$ cat config.mk
export PLATFORM = sky130hd
export DESIGN_NAME = io_spi_regbank
export DESIGN_NICKNAME = d
export VERILOG_FILES = /design/src/rtl/io_spi_regbank.sv
export SDC_FILE = /design/constraint.sdc
export NUM_CORES = 1
export LEC_CHECK = 0
export CAP_MARGIN = 20
export CELL_PAD_IN_SITES_DETAIL_PLACEMENT = 0
export CELL_PAD_IN_SITES_GLOBAL_PLACEMENT = 1
export CORE_ASPECT_RATIO = 0.8
export CORE_UTILIZATION = 40
export DETAILED_ROUTE_END_ITERATION = 8
export DONT_BUFFER_PORTS = 1
export PLACE_DENSITY_LB_ADDON = 0.1
export SLEW_MARGIN = 20
export SYNTH_ARGS = -nofsm -noshare
export SYNTH_HDL_FRONTEND = slang
export SYNTH_SLANG_ARGS = --single-unit
$ cat constraint.sdc
create_clock -name wb_clk_i -period 3.55 [get_ports wb_clk_i]
set_clock_uncertainty 0.15 [all_clocks]
set_input_delay 0.71 -clock wb_clk_i [delete_from_list [all_inputs] [get_ports wb_clk_i]]
set_output_delay 0.71 -clock wb_clk_i [all_outputs]
set_load 0.02 [all_outputs]
$ cat src/rtl/io_spi_regbank.sv
`default_nettype none
// ============================================================================
//  Module   : io_spi_regbank
//  Purpose  : Mode-0 SPI target on the user GPIO pads. Two 8-bit output
//             registers, pad readback and a fixed ID, all SPI pins
//             oversampled in the wb_clk_i domain.
//  Revision : 1.0  initial release
// ============================================================================
module io_spi_regbank #(
    parameter int         SYNC_STAGES = 2,
    parameter logic [7:0] ID_VALUE    = 8'hA5
) (
    input  logic        wb_clk_i,
    input  logic        wb_rst_i,
    input  logic [37:0] io_in,
    output logic [37:0] io_out,
    output logic [37:0] io_oeb
);

    typedef enum logic [1:0] {
        ST_IDLE = 2'd0,
        ST_CMD  = 2'd1,
        ST_DATA = 2'd2,
        ST_DONE = 2'd3
    } state_t;

    logic [SYNC_STAGES-1:0]   r_sck_sync;
    logic [SYNC_STAGES-1:0]   r_csn_sync;
    logic [SYNC_STAGES-1:0]   r_mosi_sync;
    logic [SYNC_STAGES*8-1:0] r_pin_sync;
    logic                     r_sck_d;
    logic                     r_csn_d;

    state_t      r_state;
    logic [4:0]  r_cnt;
    logic [7:0]  r_shift;
    logic [7:0]  r_snap;
    logic        r_miso;
    logic        r_rw;
    logic [1:0]  r_addr;
    logic        r_wr_pend;
    logic        r_wr_sel;
    logic [7:0]  r_wr_data;
    logic [7:0]  r_reg0;
    logic [7:0]  r_reg1;

    logic        w_sck_s;
    logic        w_csn_s;
    logic        w_mosi_s;
    logic [7:0]  w_pins_s;
    logic        w_sck_rise;
    logic        w_sck_fall;
    logic        w_csn_rise;
    logic        w_csn_fall;
    logic [7:0]  w_rd_value;
    logic        w_unused;

    // Synchronizers are left out of reset so a CSN held low across a reset
    // does not look like a fresh falling edge afterwards.
    always_ff @(posedge wb_clk_i) begin
        r_sck_sync  <= {r_sck_sync[SYNC_STAGES-2:0], io_in[8]};
        r_csn_sync  <= {r_csn_sync[SYNC_STAGES-2:0], io_in[9]};
        r_mosi_sync <= {r_mosi_sync[SYNC_STAGES-2:0], io_in[10]};
        r_pin_sync  <= {r_pin_sync[(SYNC_STAGES-1)*8-1:0], io_in[35:28]};
        r_sck_d     <= r_sck_sync[SYNC_STAGES-1];
        r_csn_d     <= r_csn_sync[SYNC_STAGES-1];
    end

    assign w_sck_s    = r_sck_sync[SYNC_STAGES-1];
    assign w_csn_s    = r_csn_sync[SYNC_STAGES-1];
    assign w_mosi_s   = r_mosi_sync[SYNC_STAGES-1];
    assign w_pins_s   = r_pin_sync[SYNC_STAGES*8-1 -: 8];
    assign w_sck_rise = w_sck_s & ~r_sck_d;
    assign w_sck_fall = ~w_sck_s & r_sck_d;
    assign w_csn_rise = w_csn_s & ~r_csn_d;
    assign w_csn_fall = ~w_csn_s & r_csn_d;

    // Address bits are the last two command bits: shift[0] plus the bit now on MOSI.
    always_comb begin
        w_rd_value = ID_VALUE;
        case ({r_shift[0], w_mosi_s})
            2'd0:    w_rd_value = r_reg0;
            2'd1:    w_rd_value = r_reg1;
            2'd2:    w_rd_value = w_pins_s;
            default: w_rd_value = ID_VALUE;
        endcase
    end

    always_ff @(posedge wb_clk_i) begin
        if (wb_rst_i) begin
            r_state   <= ST_IDLE;
            r_cnt     <= 5'd0;
            r_shift   <= 8'h00;
            r_snap    <= 8'h00;
            r_miso    <= 1'b0;
            r_rw      <= 1'b0;
            r_addr    <= 2'd0;
            r_wr_pend <= 1'b0;
            r_wr_sel  <= 1'b0;
            r_wr_data <= 8'h00;
            r_reg0    <= 8'h00;
            r_reg1    <= 8'h00;
        end else begin
            r_wr_pend <= 1'b0;
            if (r_wr_pend) begin
                if (r_wr_sel) begin
                    r_reg1 <= r_wr_data;
                end else begin
                    r_reg0 <= r_wr_data;
                end
            end

            case (r_state)
                ST_IDLE: begin
                    if (w_csn_fall) begin
                        r_state <= ST_CMD;
                        r_cnt   <= 5'd0;
                        r_shift <= 8'h00;
                        r_miso  <= 1'b0;
                    end
                end
                ST_CMD: begin
                    r_miso <= 1'b0;
                    if (w_sck_rise) begin
                        r_shift <= {r_shift[6:0], w_mosi_s};
                        r_cnt   <= r_cnt + 5'd1;
                        if (r_cnt == 5'd7) begin
                            r_rw    <= r_shift[6];
                            r_addr  <= {r_shift[0], w_mosi_s};
                            r_snap  <= r_shift[6] ? w_rd_value : 8'h00;
                            r_state <= ST_DATA;
                        end
                    end
                end
                ST_DATA: begin
                    if (w_sck_fall) begin
                        r_miso <= r_snap[7];
                        r_snap <= {r_snap[6:0], 1'b0};
                    end
                    if (w_sck_rise) begin
                        r_shift <= {r_shift[6:0], w_mosi_s};
                        r_cnt   <= r_cnt + 5'd1;
                        if (r_cnt == 5'd15) begin
                            r_state <= ST_DONE;
                            r_miso  <= 1'b0;
                            // Commit is staged one cycle so it survives a same-cycle CSN rise.
                            if (!r_rw && !r_addr[1]) begin
                                r_wr_pend <= 1'b1;
                                r_wr_sel  <= r_addr[0];
                                r_wr_data <= {r_shift[6:0], w_mosi_s};
                            end
                        end
                    end
                end
                ST_DONE: begin
                    r_miso <= 1'b0;
                end
                default: begin
                    r_state <= ST_IDLE;
                end
            endcase

            if (w_csn_rise && r_state != ST_IDLE) begin
                r_state <= ST_IDLE;
                r_cnt   <= 5'd0;
                r_miso  <= 1'b0;
            end
        end
    end

    assign io_out = {10'b0, r_reg1, r_reg0, r_miso, 11'b0};
    assign io_oeb = {10'h3FF, 16'h0000, w_csn_s, 11'h7FF};

    assign w_unused = ^{io_in[37:36], io_in[27:11], io_in[7:0], r_shift[7]};

endmodule
`default_nettype wire
==> impl_metrics.csv, run 1 <==
group,metric,value,unit
status,status,"complete, no violations",
sta,setup_violations,0,
global_route,grt_pass1_wl,10200,um
critical_path,cp.required,3.63,ns
floorplanning,ioPinCount,116,
floorplanning,die_h,85.0,um
critical_path,crit_start,"r_cnt[0]$_SDFFE_PP0P_",
synth,synth_top_area_share,44.2,%
critical_path,cp.arrival,2.42,ns
synth,synth_seq_cells,76,
global_route,grt_pass1_vias,1882,
critical_path,start_kind,"flop",
clocking,cts_tree,"yes",
clocking,postCtsResizedCells,0,
critical_path,reg2reg_depth,6,
placement,place_congestion,0.723,
routing,dr.pass1.iters,6,
placement,dp_slack,1.21,ns
synth,synth.avg_cell_area,9.86,sq um
routing,post_drt_via_cell_ratio,4.65,
synth,synth-async-reset-ratio,0,%
power_and_ir_drop,irDropWorstVdd,0.213,mV
worst_hold_path,hold-path-cell-count,0,
sta,fmax,428,MHz
placement,dp_hpwl,4370,um
synth,yosysSeqAreaShare,44.2,%
floorplanning,die_area,8980,sq um
flow_run,drv_cap,0,
placement,portBuffers,0,
sta,fin_crit,2.34,ns
routing,wire_per_inst,14.2,um
clocking,ctsHoldBuffers,0,
synth,synth_edf_count,0,
critical_path,critical_path_class,"flop to flop",
sta,drv_slew,0,
synth,ys.flop_type,"dfxtp_1",
routing,drt_iter0_drc,87,
floorplanning,core-area,8130,sq um
synth,ys_warn_count,0,
global_route,gr-usage-all-layers,15.1,%
routing,detail_route.wirelength,6420,um
synth,syn_inst,349,
critical_path,crit_fanout,10,
power_and_ir_drop,power_density,571,nW/um^2
floorplanning,start_util,42.3,%
worst_hold_path,hp-class,"flop to flop",
clocking,root_buffer,"clkbuf_8",
sta,setup_ws,1.21,ns
cells_and_area,nets,386,
sta,rsz0062_at_grt,"false",
sta,worstMarginPinSlew,0.757,ns
synth,synth.area.top_cells,"dfxtp_1 44%, buf_4 13%, mux2i_1 10%",
clocking,cts_setup_buffers,0,
floorplanning,die-width,106,um
worst_hold_path,min_from,"r_mosi_sync[0]$_DFF_P_",
cells_and_area,area_growth,0.618,%
power_and_ir_drop,p_leak,1.46,nW
global_route,grt_remaining_overflow,0,
clocking,clk_pin_slew,0.09,ns
routing,drc,0,
clocking,cts_made_buffers,9,
cells_and_area,antenna_cells,0,
synth,yosysMostFrequentCell,"dfxtp_1",
routing,ant_nets,0,
synth,ys_types,45,
synth,netlist_area,3440,sq um
cells_and_area,post_route_cells_drive_above_1_share,8.70,%
global_route,grt_max_degree,48,
sta,period_share,65.8,%
floorplanning,rows,29,
global_route,antenna_found_initial,0,
routing,dr_total_vias,2106,
sta,final.setup.tns,0,ns
sta,hold_viol_final,0,
sta,timing.slew.headroom,49.4,%
clocking,clock_sinks,76,
synth,synth_commonest_cells,"76 x dfxtp_1, 61 x buf_4, 41 x nor2_1, 35 x mux2i_1, 13 x nand2_1",
critical_path,r2r-start,"r_cnt[0]$_SDFFE_PP0P_",
synth,yosysTopAreaCell,"dfxtp_1",
clocking,clk_latency,0.35,ns
clocking,h-tree-depth,3,
cells_and_area,fillCellCount,843,
critical_path,cp-end-kind,"flop",
clocking,cts.path.max_buffers,2,
==> path summary, 6_finish.rpt <==
path / to / slack (ns)
hold reg to reg: r_mosi_sync[1]$_DFF_P_ / 0.17
hold / removal: r_mosi_sync[1]$_DFF_P_ / 0.17
setup / recovery: r_wr_sel$_SDFFE_PP0P_ / 1.21
setup reg to reg: r_wr_sel$_SDFFE_PP0P_ / 1.21
==> kinds of logic (layout without fill, tap and decap cells) <==
logic type / Yosys count / after routing / synth area share, %
buffers and inverters: 81 / 21 / 16.0
other: 2 / 58 / 0.218
AOI/OAI and AO/OA: 45 / 45 / 10.3
adders and majority gates: 6 / 6 / 2.18
DFF: 76 / 76 / 44.2
muxes: 38 / 38 / 11.2
and+or+nand+nor: 101 / 101 / 15.9
==> cell type report <==
type	count	area, sq um	share of cell area, %
Clock buffer	9	124	3.58
Clock inverter	7	81.3	2.35
Timing Repair Buffer	1	7.51	0.217
Tap cell	108	135	3.90
Multi-Input combinational cell	248	1580	45.6
Inverter	4	15.0	0.434
Sequential cell	76	1520	43.9
==> per-layer routing <==
layer / global-route usage, % / vias up / part of all wire, %
li1: - / 1057 / -
met1: 21.4 / 986 / 50
met2: 20.6 / 61 / 43
met3: 6.76 / 2 / 5.7
met4: 3.79 / 0 / 0.42
met5: 0 / - / 0
==> through the flow <==
stage	instances	instance area, sq um	hold slack (ns)	total power [mW]	utilization, %
finish	453	3460	0.173	1.98	42.6
global route	453	3460	0.179	2.09	42.6
CTS	453	3460	0.178	2.01	42.6
detailed placement	437	3260	0.162	1.32	40.1
global placement	437	3260	0.160	1.31	40.1
floorplan	405	3650	0.160	1.31	-
==> sequential cells by signal, indices dropped and copies added (netlist names), 2 cells and up <==
name,cells
r_sck_sync,2
r_snap,8
r_state,2
r_wr_data,8
r_reg0,8
r_cnt,5
r_mosi_sync,2
r_csn_sync,2
r_shift,7
r_addr,2
r_pin_sync,16
r_reg1,8
==> power breakdown <==
group | switching [mW] | leakage, nW | internal [mW]
logic | 0.242 | 0.731 | 0.138
clock network | 0.347 | 0.106 | 0.336
registers | 0.0301 | 0.622 | 0.883
total | 0.619 | 1.46 | 1.36
==> critical path, stage by stage, from the launching register on <==
cell,delay [ns]
dfxtp_1,0.40
ha_1,0.30
and3_1,0.19
ha_1,0.18
nand4_1,0.60
mux2i_1,0.35
nor2_1,0.06
==> cell usage in the layout (no fill, tap or decap), types with 2 or more instances in the layout <==
cell and count:
dfxtp_1 76, nand2_1 13, nand3b_1 3, nand3_1 12, a311oi_1 3, a21boi_0 3
inv_1 4, clkinv_4 2, o221ai_1 3, nor2b_1 6, o211ai_1 2, and2_1 8
inv_6 2, a21oi_1 12, mux2_2 3, and3_1 2, ha_1 6, a211oi_2 4
conb_1 58, clkbuf_8 9, a22oi_1 4, nand4_1 2, o2bb2ai_1 4, nand2b_1 5
mux2i_1 35, nand4bb_4 2, nor2_1 41
Note: power is estimated with default switching activity, not from simulation.
==> run 2: changes to the inputs <==
- clock period: 3.55 -> 2.1 ns (I/O delays scaled with it)
==> impl_metrics.csv, run 2 (synthesis gave the netlist of run 1 again) <==
group,metric,value,unit
floorplanning,rows,29,
placement,portBuffers,0,
cells_and_area,layout_common_cells,"76 x dfxtp_1, 58 x conb_1, 41 x nor2_1",
power_and_ir_drop,clock_power_share,29.7,%
critical_path,path_buf_inv,0,
clocking,cts_tree,"yes",
power_and_ir_drop,power_density,882,nW/um^2
floorplanning,die-width,106,um
clocking,root_buffer,"clkbuf_8",
power_and_ir_drop,p_leak,1.57,nW
sta,setup_ws,0.156,ns
clocking,h-tree-depth,3,
status,status,"complete, no violations",
worst_hold_path,hp-class,"input pin to flop",
routing,wl_met1,3300,um
power_and_ir_drop,irDropWorstVdd,0.502,mV
power_and_ir_drop,power_frac_seq,47.0,%
sta,period_share,92.6,%
clocking,clock_sinks,76,
cells_and_area,top_register,"r_pin_sync",
cells_and_area,final_cell_area,3700,sq um
routing,maxUsedRoutingLayer,"met4",
global_route,grt_pass1_vias,2010,
routing,dr.pass1.iters,4,
routing,dr_wl_met3,350,um
clocking,cts_made_buffers,9,
routing,post_drt_via_cell_ratio,4.67,
critical_path,cp.required,2.20,ns
critical_path,cp-end-kind,"flop",
critical_path,critical_path_class,"flop to flop",
routing,met2WireLength,2810,um
critical_path,cp.arrival,2.04,ns
power_and_ir_drop,switchingPower,1.03,mW
cells_and_area,antenna_cells,0,
critical_path,start_kind,"flop",
clocking,cts.path.max_buffers,2,
placement,placed_cells,451,
sta,rsz0062_at_grt,"false",
floorplanning,die_area,8980,sq um
critical_path,path_delay_family,"simple AND/OR/NAND/NOR gates",
cells_and_area,nets,414,
routing,wire_per_inst,13.6,um
sta,fmax,514,MHz
global_route,grt_max_degree,45,
power_and_ir_drop,switching_share,31.5,%
critical_path,critPathSlowestCell,"dfxtp_1",
routing,drt_iter0_drc,78,
placement,dp_slack,0.146,ns
global_route,grt_remaining_overflow,0,
placement,place_congestion,0.755,
clocking,postCtsResizedCells,0,
routing,dr_total_vias,2246,
power_and_ir_drop,internal-power,2.24,mW
cells_and_area,largest_reg_flops,16,
power_and_ir_drop,power_frac_comb,23.3,%
placement,dp_hpwl,4540,um
floorplanning,start_util,42.3,%
clocking,clk_pin_slew,0.08,ns
critical_path,crit_chain,"ha_1 > and3_1 > ha_1 > nand3b_1 > a221oi_1 > nand3_1 > and3_1",
clocking,clk_latency,0.35,ns
global_route,gr-usage-all-layers,15.4,%
placement,postPlaceCellArea,3370,sq um
cells_and_area,stdcell_count,481,
floorplanning,ioPinCount,116,
cells_and_area,area_growth,7.60,%
flow_run,drv_cap,0,
routing,detail_route.wirelength,6540,um
floorplanning,core-area,8130,sq um
cells_and_area,layout_commonest_cell,"dfxtp_1",
cells_and_area,fin_util,45.6,%
cells_and_area,post_route_cells_drive_above_1_share,12.1,%
sta,hold_viol_final,0,
sta,setup_violations,0,
sta,fin_hold_ws,0.109,ns
power_and_ir_drop,total_power,3.27,mW
routing,drc,0,
sta,final.setup.tns,0,ns
floorplanning,die_h,85.0,um
sta,drv_slew,0,
global_route,antenna_found_initial,0,
sta,fin_crit,1.94,ns
routing,ant_nets,0,
critical_path,max_stage_delay,0.39,ns
global_route,grt_pass1_wl,10500,um
critical_path,crit_fanout,4,
## run 2: cell count changes in the layout (fill, tap and decap cells not counted), sizes merged
cell         delta
buf            +17
bufinv          -1
clkbuf          +2
clkinv          -2
clkinvlp        +4
dlygate4sd3    +11
inv             -3
## run 2: metal layers
layer / up-vias / track usage, %
li1: 1117 / -
met1: 1061 / 21.0
met2: 60 / 22.3
met3: 8 / 6.22
met4: 0 / 4.55
met5: - / 0
## run 2: path summary, 6_finish.rpt
check / start / to / slack [ns] / depth (start not counted)
min reg2reg: r_pin_sync[6]$_DFF_P_ / r_pin_sync[14]$_DFF_P_ / 0.17 / 0
max: r_cnt[0]$_SDFFE_PP0P_ / r_state[0]$_SDFFE_PP0P_ / 0.16 / 7
max reg2reg: r_cnt[0]$_SDFFE_PP0P_ / r_state[0]$_SDFFE_PP0P_ / 0.16 / 7
min: wb_rst_i / r_state[0]$_SDFFE_PP0P_ / 0.11 / 2
## run 2: layout make-up
class | count | area (sq um)
inverter | 4 | 15.0
sequential | 76 | 1520
clock buffer | 11 | 131
tap | 108 | 135
clock inverter | 5 | 38.8
timing repair buffer | 29 | 283
fill | 821 | 4430
multi-input combinational | 248 | 1580
## run 2: timing repair
| item | in CTS | in global routing |
|---|---|---|
| setup buffers | 0 | 2 |
| endpoints found under the setup margin | 0 | 2 |
| hold buffers | 12 | 0 |
| hold endpoints to repair | 55 | 0 |
## run 2: power groups by stage
stage                     combinational (mW)  clock [mW]  sequential [mW]
after detailed placement               0.718           0             1.57
after floorplan                        0.660           0             1.55
after CTS                              0.755        1.01             1.53
after global placement                 0.723           0             1.57
after global routing                   0.840        1.06             1.54
final                                  0.762       0.969             1.53
==> run 3: changes to the inputs <==
- PLACE_DENSITY: not set -> 0.72
- PLACE_DENSITY_LB_ADDON: 0.1 -> not set
==> impl_metrics.csv, run 3 (synthesis gave the netlist of run 1 again) <==
group,metric,value,unit
cells_and_area,stdcell_count,479,
power_and_ir_drop,switching_share,31.5,%
status,status,"complete, no violations",
sta,setup_violations,0,
flow_run,drv_cap,0,
critical_path,crit_fanout,13,
sta,final.setup.tns,0,ns
floorplanning,die-width,106,um
sta,hold_viol_final,0,
sta,period_share,91.9,%
power_and_ir_drop,power_frac_comb,22.7,%
clocking,h-tree-depth,3,
cells_and_area,fin_util,45.4,%
cells_and_area,area_growth,7.35,%
floorplanning,die_h,85.0,um
routing,detail_route.wirelength,6500,um
floorplanning,ioPinCount,116,
clocking,cts_made_buffers,9,
placement,dp_hpwl,4520,um
placement,place_congestion,0.783,
sta,rsz0062_at_grt,"false",
floorplanning,core-area,8130,sq um
cells_and_area,nets,412,
global_route,grt_pass1_wl,10500,um
floorplanning,start_util,42.3,%
global_route,grt_max_degree,45,
routing,wire_per_inst,13.6,um
critical_path,cp.required,2.19,ns
power_and_ir_drop,power_frac_seq,46.1,%
power_and_ir_drop,irDropWorstVdd,0.462,mV
cells_and_area,post_route_cells_drive_above_1_share,12.4,%
routing,dr.pass1.iters,4,
routing,drt_iter0_drc,87,
cells_and_area,layout_commonest_cell,"dfxtp_1",
clocking,cts_setup_buffers,0,
cells_and_area,largest_reg_flops,16,
sta,drv_slew,0,
cells_and_area,antenna_cells,0,
clocking,clock_sinks,76,
routing,dr_total_vias,2229,
placement,placed_cells,451,
clocking,cts_tree,"yes",
critical_path,critical_path_class,"flop to flop",
sta,fin_crit,1.93,ns
routing,ant_nets,0,
power_and_ir_drop,clock_power_share,31.2,%
global_route,grt_remaining_overflow,0,
cells_and_area,top_register,"r_pin_sync",
routing,drc,0,
routing,post_drt_via_cell_ratio,4.65,
clocking,clk_pin_slew,0.08,ns
global_route,antenna_found_initial,0,
floorplanning,die_area,8980,sq um
global_route,gr-usage-all-layers,15.3,%
placement,portBuffers,0,
global_route,grt_pass1_vias,2096,
critical_path,cp-end-kind,"flop",
clocking,cts.path.max_buffers,2,
floorplanning,rows,29,
sta,fmax,518,MHz
critical_path,start_kind,"flop",
worst_hold_path,hp-class,"input pin to flop",
power_and_ir_drop,switchingPower,1.05,mW
power_and_ir_drop,p_leak,1.58,nW
power_and_ir_drop,total_power,3.32,mW
cells_and_area,layout_common_cells,"76 x dfxtp_1, 58 x conb_1, 41 x nor2_1",
power_and_ir_drop,internal-power,2.28,mW
clocking,root_buffer,"clkbuf_8",
clocking,clk_latency,0.35,ns
power_and_ir_drop,power_density,899,nW/um^2
critical_path,cp.arrival,2.02,ns
==> run 3: changes by cell type in the layout (fill, tap and decap cells not counted), sizes merged <==
cell	delta
clkinv	+4
clkinvlp	-4
buf	-2
inv	+1
clkbuf	-1
==> run 3: what timing repair did <==
action / CTS / global route
resized for setup: 0 / 1
hold buffers: 12 / 0
endpoints found under the hold margin: 55 / 0
endpoints found under the setup margin: 0 / 2
==> run 3: final timing paths <==
| path | from | endpoint | slack (ns) | depth (start not counted) |
|---|---|---|---|---|
| min | wb_rst_i | r_state[0]$_SDFFE_PP0P_ | 0.11 | 2 |
| min reg2reg | r_pin_sync[6]$_DFF_P_ | r_pin_sync[14]$_DFF_P_ | 0.18 | 0 |
| max reg2reg | r_state[0]$_SDFFE_PP0P_ | r_shift[2]$_SDFFE_PP0P_ | 0.17 | 7 |
| max | r_state[0]$_SDFFE_PP0P_ | r_shift[2]$_SDFFE_PP0P_ | 0.17 | 7 |
==> run 3: power groups by stage <==
stage	Clock [mW]	Sequential (mW)	Combinational, mW
2_1_floorplan	0	1.55	0.660
3_3_place_gp	0	1.56	0.715
3_5_place_dp	0	1.56	0.712
4_1_cts	1.07	1.53	0.753
5_1_grt	1.13	1.54	0.824
6_report	1.04	1.53	0.754
==> run 3: through the flow <==
stage,setup WS [ns],hold slack (ns),instance area [sq um]
final,0.171,0.109,3690
after detailed placement,0.160,0.162,3370
after floorplan,0.255,0.160,3650
after CTS,0.142,0.0942,3690
after global placement,0.198,0.161,3370
after global routing,0.00551,0.106,3690
==> run 3: area by class of cell <==
| cell class | count | area [sq um] |
|---|---|---|
| timing repair buffer | 27 | 255 |
| clock inverter | 6 | 48.8 |
| fill | 804 | 4430 |
| tap | 108 | 135 |
| inverter | 4 | 15.0 |
| sequential | 76 | 1520 |
| clock buffer | 10 | 138 |
| multi-input combinational | 248 | 1580 |
==> run 3: worst max-delay path, stage by stage (launching register included) <==
cell and delay [ns]:
dfxtp_1 0.36, inv_1 0.09, ha_1 0.39, nand2b_1 0.19, a22oi_2 0.19, buf_12 0.18
mux2i_1 0.22, nor2_1 0.06
==> run 3: routing by layer <==
| metal | wire [um] | vias to the layer above | track usage, % |
|---|---|---|---|
| met1 | 3110 | 1047 | 19.7 |
| met2 | 2840 | 69 | 23.1 |
| met3 | 475 | 9 | 5.91 |
| met4 | 75 | 0 | 5.68 |
| met5 | 0 | - | 0 |
| li1 | - | 1104 | - |
